[src/rtl/rr_arbiter_8.sv]
// Eight-way round-robin arbiter with request/hold/release handshake and registered one-hot grant.
// Optional forced revoke after MAX_HOLD grant cycles is enabled by defining ARB_TIMEOUT_EN.
module rr_arbiter_8 #(
  parameter int unsigned MAX_HOLD = 16
) (
  input  logic       clk,
  input  logic       rst_n,
  input  logic [7:0] req,
  output logic [7:0] gnt,
  output logic [2:0] gnt_idx,
  output logic       gnt_valid,
  output logic       timeout
);

  typedef enum logic {
    ST_IDLE  = 1'b0,
    ST_GRANT = 1'b1
  } state_t;

  state_t     r_state, w_state_nxt;
  logic [2:0] r_ptr, w_ptr_nxt;
  logic [2:0] r_idx, w_idx_nxt;
  logic       r_valid, w_valid_nxt;
  logic       r_timeout, w_timeout_nxt;
  logic [7:0] r_gnt, w_gnt_nxt;
  logic       w_any;
  logic [2:0] w_winner;
  logic [2:0] w_cand;
  logic       w_expire;

  if (MAX_HOLD < 2 || MAX_HOLD > 255) begin : g_bad_max_hold
    $error("rr_arbiter_8: MAX_HOLD must be in 2..255");
  end

  function automatic logic [7:0] dec3to8(input logic [2:0] idx);
    logic [7:0] v;
    v      = '0;
    v[idx] = 1'b1;
    return v;
  endfunction

  // First requester found scanning upward from r_ptr, wrapping modulo 8.
  always_comb begin
    w_any    = 1'b0;
    w_winner = r_ptr;
    w_cand   = r_ptr;
    for (int unsigned i = 0; i < 8; i++) begin
      w_cand = r_ptr + 3'(i);
      if (!w_any && req[w_cand]) begin
        w_any    = 1'b1;
        w_winner = w_cand;
      end
    end
  end

`ifdef ARB_TIMEOUT_EN
  logic [7:0] r_hold_cnt, w_hold_nxt;

  assign w_expire = (r_hold_cnt == 8'(MAX_HOLD));

  always_comb begin
    w_hold_nxt = '0;
    if (w_state_nxt == ST_GRANT)
      w_hold_nxt = (r_state == ST_IDLE) ? 8'd1 : r_hold_cnt + 8'd1;
  end

  always_ff @(posedge clk or negedge rst_n) begin
    if (!rst_n) r_hold_cnt <= '0;
    else        r_hold_cnt <= w_hold_nxt;
  end
`else
  assign w_expire = 1'b0;
`endif

  always_comb begin
    w_state_nxt   = r_state;
    w_idx_nxt     = r_idx;
    w_valid_nxt   = r_valid;
    w_ptr_nxt     = r_ptr;
    w_timeout_nxt = 1'b0;
    case (r_state)
      ST_IDLE: begin
        if (w_any) begin
          w_state_nxt = ST_GRANT;
          w_idx_nxt   = w_winner;
          w_valid_nxt = 1'b1;
        end
      end
      ST_GRANT: begin
        // A release on the same edge as expiry wins, so timeout stays low then.
        if (!req[r_idx] || w_expire) begin
          w_state_nxt   = ST_IDLE;
          w_valid_nxt   = 1'b0;
          w_ptr_nxt     = r_idx + 3'd1;
          w_timeout_nxt = req[r_idx];
        end
      end
      default: begin
        w_state_nxt = ST_IDLE;
        w_valid_nxt = 1'b0;
      end
    endcase
    w_gnt_nxt = w_valid_nxt ? dec3to8(w_idx_nxt) : '0;
  end

  always_ff @(posedge clk or negedge rst_n) begin
    if (!rst_n) begin
      r_state   <= ST_IDLE;
      r_gnt     <= '0;
      r_idx     <= 3'd7;
      r_valid   <= 1'b0;
      r_timeout <= 1'b0;
      r_ptr     <= 3'd0;
    end else begin
      r_state   <= w_state_nxt;
      r_gnt     <= w_gnt_nxt;
      r_idx     <= w_idx_nxt;
      r_valid   <= w_valid_nxt;
      r_timeout <= w_timeout_nxt;
      r_ptr     <= w_ptr_nxt;
    end
  end

  assign gnt       = r_gnt;
  assign gnt_idx   = r_idx;
  assign gnt_valid = r_valid;
  assign timeout   = r_timeout;

endmodule

[config.mk]
export PLATFORM = sky130hd
export DESIGN_NAME = rr_arbiter_8
export DESIGN_NICKNAME = d
export VERILOG_FILES = /design/src/rtl/rr_arbiter_8.sv
export SDC_FILE = /design/constraint.sdc
export NUM_CORES = 1
export LEC_CHECK = 0
export ABC_AREA = 1
export ABC_CLOCK_PERIOD_IN_PS = 4250
export CAP_MARGIN = 20
export CORE_UTILIZATION = 59
export DETAILED_ROUTE_END_ITERATION = 10
export PLACE_DENSITY = 0.95
export SLEW_MARGIN = 15
export SYNTH_ARGS = -nofsm -noshare
export SYNTH_HDL_FRONTEND = slang
export SYNTH_SLANG_ARGS = --single-unit
[constraint.sdc]
create_clock -name clk -period 4.25 [get_ports clk]
set_clock_uncertainty 0.15 [all_clocks]
set_input_delay 1.275 -clock clk [delete_from_list [all_inputs] [get_ports clk]]
set_output_delay 1.275 -clock clk [all_outputs]
set_load 0.005 [all_outputs]
# ---- After elaboration in Yosys (flattened, before gate mapping)
# Index checks and enable logic that the tools add are counted.
dict set report word_totals {
  ff_bits 16
  latchBits 0
  ramBits 0
  mem_bits_ro 0
  inputBits 10
  out_inout_bits 13
  wordCells 86
  mem_count 0
}
dict set report classes {
  n_addsub 8
  multipliers 0
  div_mod_pow 0
  n_lt_le_gt_ge 11
  eq_ne 0
  shifts 0
  muxes 44
  bitwise_logic 2
  n_reduce_logical 16
}
# operator count
set op_table {}
lappend op_table {{$lt A3 B4 Y1 const B} 10}
lappend op_table {{$bmux W1 S3} 9}
lappend op_table {{$mux W3} 9}
lappend op_table {{$mux W1} 22}
lappend op_table {{$add A3 B3 Y3 const B} 4}
lappend op_table {{$logic_and A1 B1 Y1} 8}
lappend op_table {{$mux W8} 1}
lappend op_table {{$logic_not A1 Y1} 7}
lappend op_table {{$add A3 B1 Y3 const B} 2}
lappend op_table {{$add A3 B2 Y3 const B} 2}
lappend op_table {{$pmux W1 S2} 2}
lappend op_table {{$demux W1 S3} 1}
lappend op_table {{$ge A3 B1 Y1 const B} 1}
lappend op_table {{$not A1 Y1} 2}
lappend op_table {{$reduce_and A2 Y1} 1}

# ---- Longest topological paths before layout
dict set report logic_depth {
  word_depth 31
  depth_mapped 21
  mapped_depth_nobuf 19
}

# ---- Least setup slack after synthesis
# OpenSTA, ideal clock, no wires.
dict set report synth_timing {
  kind {input port to flip-flop}
  startpoint {input req[6]}
  endpoint {register r_gnt[0] (netlist: gnt[0])}
  setup_time_ns 0.117
  arrival_time_ns 2.496
  required_ns 3.983
  path_slack_ns 1.487
  stages 14
  n_path_buf 0
  cell_sequence {nand2_1 nand3_1 nand3_2 nand2_4 nor2_8 nand4_4 nor2_4 nand3_2 nand2_4 inv_2 nor2_1 nor2_2 nand3_2 nor2_1}
}
dict set report synth_via {
  word_cells_on_any_way 58
  cone_classes {order compare: 2; mux: 41; reduce/logical: 15}
}
# item line
set synth_rtl {}
lappend synth_rtl {{start: declaration} 8} ;# input logic [7:0] req,
lappend synth_rtl {{$bmux W1 S3} 49} ;# if (!w_any && req[w_cand]) begin
lappend synth_rtl {{$mux W1 (not written as such)} 49}
lappend synth_rtl {{$mux W1} 49}
lappend synth_rtl {{$logic_not A1 Y1} 49}
lappend synth_rtl {{$logic_and A1 B1 Y1} 49}
lappend synth_rtl {{$mux W1} 49}
lappend synth_rtl {{$logic_not A1 Y1} 49}
lappend synth_rtl {{$logic_and A1 B1 Y1} 49}
lappend synth_rtl {{(+13 left out)} n/a}
lappend synth_rtl {{$logic_not A1 Y1} 49}
lappend synth_rtl {{$logic_and A1 B1 Y1} 49}
lappend synth_rtl {{$mux W1} 49}
lappend synth_rtl {{$mux W1} 83} ;# if (w_any) begin
lappend synth_rtl {{$pmux W1 S2 *} 81} ;# case (r_state)
lappend synth_rtl {{net w_valid_nxt} 23} ;# logic r_valid, w_valid_nxt;
lappend synth_rtl {{$mux W8 *} 103} ;# w_gnt_nxt = w_valid_nxt ? dec3to8(w_idx_nxt) : '0;
lappend synth_rtl {{net w_gnt_nxt[0]} 25} ;# logic [7:0] r_gnt, w_gnt_nxt;
lappend synth_rtl {{end signal: assignment} 116} ;# r_gnt <= w_gnt_nxt;
lappend synth_rtl {{end: declaration} 25}
# The timed path passes the listed nets; every way through them passes the cells marked *. The select of a mux whose other input is x is not followed.
# A chain may end at the register's enable or synchronous reset.

# ---- Final worst setup path
dict set report layout_timing {
  startpoint {input req[4]}
  endpoint {register r_gnt[2] (netlist: gnt[2])}
}
dict set report layout_via {
  elab_chain_cells 31
  word_cells_on_any_way 58
  cone_classes {order compare: 2; mux: 41; reduce/logical: 15}
}
# item line
set layout_lines {}
lappend layout_lines {{$bmux W1 S3} 49}
lappend layout_lines {{$mux W1 (not written as such)} 49}
lappend layout_lines {{$mux W1} 49}
lappend layout_lines {{$logic_not A1 Y1} 49}
lappend layout_lines {{$logic_and A1 B1 Y1} 49}
lappend layout_lines {{$mux W1} 49}
lappend layout_lines {{$logic_not A1 Y1} 49}
lappend layout_lines {{$logic_and A1 B1 Y1} 49}
lappend layout_lines {{(+16 left out)} n/a}
lappend layout_lines {{$mux W3} 83}
lappend layout_lines {{$mux W3} 81}
lappend layout_lines {{$lt A3 B4 Y1 (not written as such) / $ge A3 B1 Y1 (equally long branches)} 38} ;# v[idx] = 1'b1;
lappend layout_lines {{$logic_and A1 B1 Y1 (not written as such)} 38}
lappend layout_lines {{$mux W1 (not written as such)} 38}
lappend layout_lines {{$demux W1 S3} 38}
lappend layout_lines {{$mux W8 *} 103}
lappend layout_lines {{net w_gnt_nxt[2]} 25}
# Marks and branches as above.

==> reports/results.ini <==
[run_status]
status = complete, no violations

[floorplan]
die_x_um = 55.5
die_area_sq_um = 3080
fp.dieH_um = 55.5
start_util_pct = 61.7
coreArea_sq_um = 2730
ios = 23
rows = 19

[yosys]
synth.area.mux_share_pct = 1.19
synth_compound_area_share_pct = 6.68
yosys.area_share.simple_pct = 54.1
ys.flop_type = dfrtp_1
synthArstFlopShare_pct = 100
synth.ff_latch_count = 16
syn_avg_cell_area_sq_um = 7.37
synth-xor-area-share_pct = 2.60
syn_nets = 242
ys.warnings.count = 0
synth_area_leader_cell = dfrtp_1
synth_seq_area_share_pct = 24.0
ys_types = 36
syn_inst = 229
synth.cell_area_sq_um = 1690
yosys-top-cells-area = dfrtp_1, nand2_1, nand3_2, nand2_4, nand2_2
synth_top_area_share_pct = 19.3
synth_edf_count = 0
synth_adder_area_share_pct = 2.23
synth_top_family_by_area = simple AND/OR/NAND/NOR gates

[detailed_routing]
routedWlPerCell_um = 14.0
dr.first_iter.drc_count = 141
drc = 0
drtAntennaViolNets = 0
drt_pre_antenna_iters = 4
wirelength_um = 3920
vias_per_cell = 5.70
detailroute.via_count = 1589

[worst_setup_path]
worstPathRequired_ns = 4.31
cp_max_fo = 4
reg2regPathDepth = 16
critPathCaptureType = flip-flop
critPathKind = in -> reg
cp_data_arrival_time_ns = 3.40
critPathLaunchType = primary input

[cts]
cts_resized = 0
clock-sinks = 16
cts_buffer_depth = 2
root_buffer = clkbuf_4
cts_setup_buffers = 0
cts_buffers = 3
clkTransAtPathRegs_ns = 0.09
htree_levels = 1
cts_tree = built
hold_buffers = 0
insertion_delay_ns = 0.29

[global_route]
grt_first_pass_wirelength_um = 6740
grt_pass1_vias = 1611
grt_overflow_total = 0
grt.total_usage_pct = 27.1
grt_max_degree = 17
antenna_found_initial = 0

[finish]
syn_to_final_growth_pct = 13.3
final_area_sq_um = 1910
layout-drive-gt1-share_pct = 28.2
fill_cells = 214
finalNetCount = 262
n_antenna_cell = 0

[placed_design]
place_ws_ns = 0.706
gp_congestion = 0.895
io_buffers = 21
place_area_sq_um = 1870
hpwlAfterDp_um = 3120

[sta]
tns_ns = 0
min_period_ns = 3.34
max_slew_margin_pct = 55.5
finalCritPeriodShare_pct = 78.5
slew_violations = 0
rsz0062_at_grt = no
worst_pin_slew_ns = 0.665
hold_violations = 0
timing.final.ws_setup_ns = 0.912
fmaxAchievable_ghz = 0.300
holdWs_ns = 0.460
finalSetupViolations = 0

[hold_path]
holdPathStages = 2
hold_class = reg -> reg

[run]
maxCapViolations = 0

## layout by cell type (no fill, tap or decap)
cell	n
nand2_1	63
clkdlybuf4s50_1	21
nand3_1	20
nor2_1	19
nand3_2	19
nand2_2	16
inv_1	14
dfrtp_1	13
nand2_4	9
o21ai_0	7
inv_2	6
xnor2_1	3
nor2_2	3
nor2_4	3
nand4_1	3
ha_1	3
clkbuf_4	3
dfstp_2	3
inv_4	2
mux2i_1	2
xor2_1	2
o22ai_1	1
o221ai_1	1
o21bai_4	1
nor2_8	1
nand4_4	1
o21ai_1	1
a31oi_1	1
clkinv_1	1
a21oi_1	1
o211ai_1	1
a21boi_2	1
a21oi_2	1
conb_1	1
clkbuf_8	1
## registers in the layout, indices dropped and copies added, names as in the netlist
signal / flops
gnt_idx: 3
gnt_valid: 1
r_ptr: 3
gnt: 8
r_state: 1
## logic make-up (layout without fill, tap and decap cells)
| group | after synthesis | count (layout) |
|---|---|---|
| flops | 16 | 16 |
| compound gates | 16 | 16 |
| buf+inv | 29 | 48 |
| xor+xnor | 5 | 5 |
| simple gates | 157 | 157 |
| other cells | 1 | 1 |
| fa+ha+maj | 3 | 3 |
| mux | 2 | 2 |
## layout make-up
class                   instances  area (sq um)  area share (%)
clock buffers                   4          36.3            1.90
inverters                      23          91.3            4.78
repair buffers                 21           210            11.0
multi-input cells             184          1130            59.1
flip-flops and latches         16           404            21.2
well taps                      31          38.8            2.03
## critical path: stages
cell and delay, ns:
clkdlybuf4s50_1 0.57, nand2_1 0.12, nand3_1 0.12, nand2_1 0.12, nor2_2 0.16, nor2_4 0.06, inv_2 0.09, nand3_2 0.13
nand2_1 0.11, nand2_1 0.05, nand2_1 0.05, nand2_1 0.05, nand2_1 0.07, nand2_1 0.05, nand2_1 0.11, nand3_2 0.11
nor2_1 0.15
## per-stage QoR
step | instances | util (%)
global route | 279 | 69.9
CTS | 279 | 69.9
finish | 279 | 69.9
floorplan | 229 | -
global placement | 275 | 68.6
detailed placement | 275 | 68.6
## synthesized netlist by cell type (2+ instances only)
cell type  count
dfrtp_1       13
nand3_1       20
o21ai_0        7
nand2_2       16
ha_1           3
buf_6          2
inv_4          2
nand2_1       63
nand2_4        9
xor2_1         2
mux2i_1        2
nor2_1        19
buf_4          2
inv_1         14
inv_2          6
nor2_4         3
nor2_2         3
nand3_2       19
dfstp_2        3
nand4_1        3
xnor2_1        3
## per-layer routing
layer  GRT usage [%]  up-vias  routed length (um)
met2            47.8       58                1980
met5               0        -                   0
met3            3.75       10                 220
li1                -      767                   -
met1            33.9      754                1660
met4            9.29        0                  60
## path summary, 6_finish.rpt
check                      startpoint          to  slack (ns)
setup / recovery               req[4]      gnt[2]        0.91
setup reg to reg             r_ptr[1]      gnt[2]        1.05
max in group asynchronous       rst_n      gnt[7]        2.29
hold reg to reg            gnt_idx[2]  gnt_idx[2]        0.46
min in group asynchronous       rst_n      gnt[6]        1.24
hold / removal             gnt_idx[2]  gnt_idx[2]        0.46
Power is not shown: default switching activity piles up to over one toggle a cycle in this logic, so the estimate is an artifact.
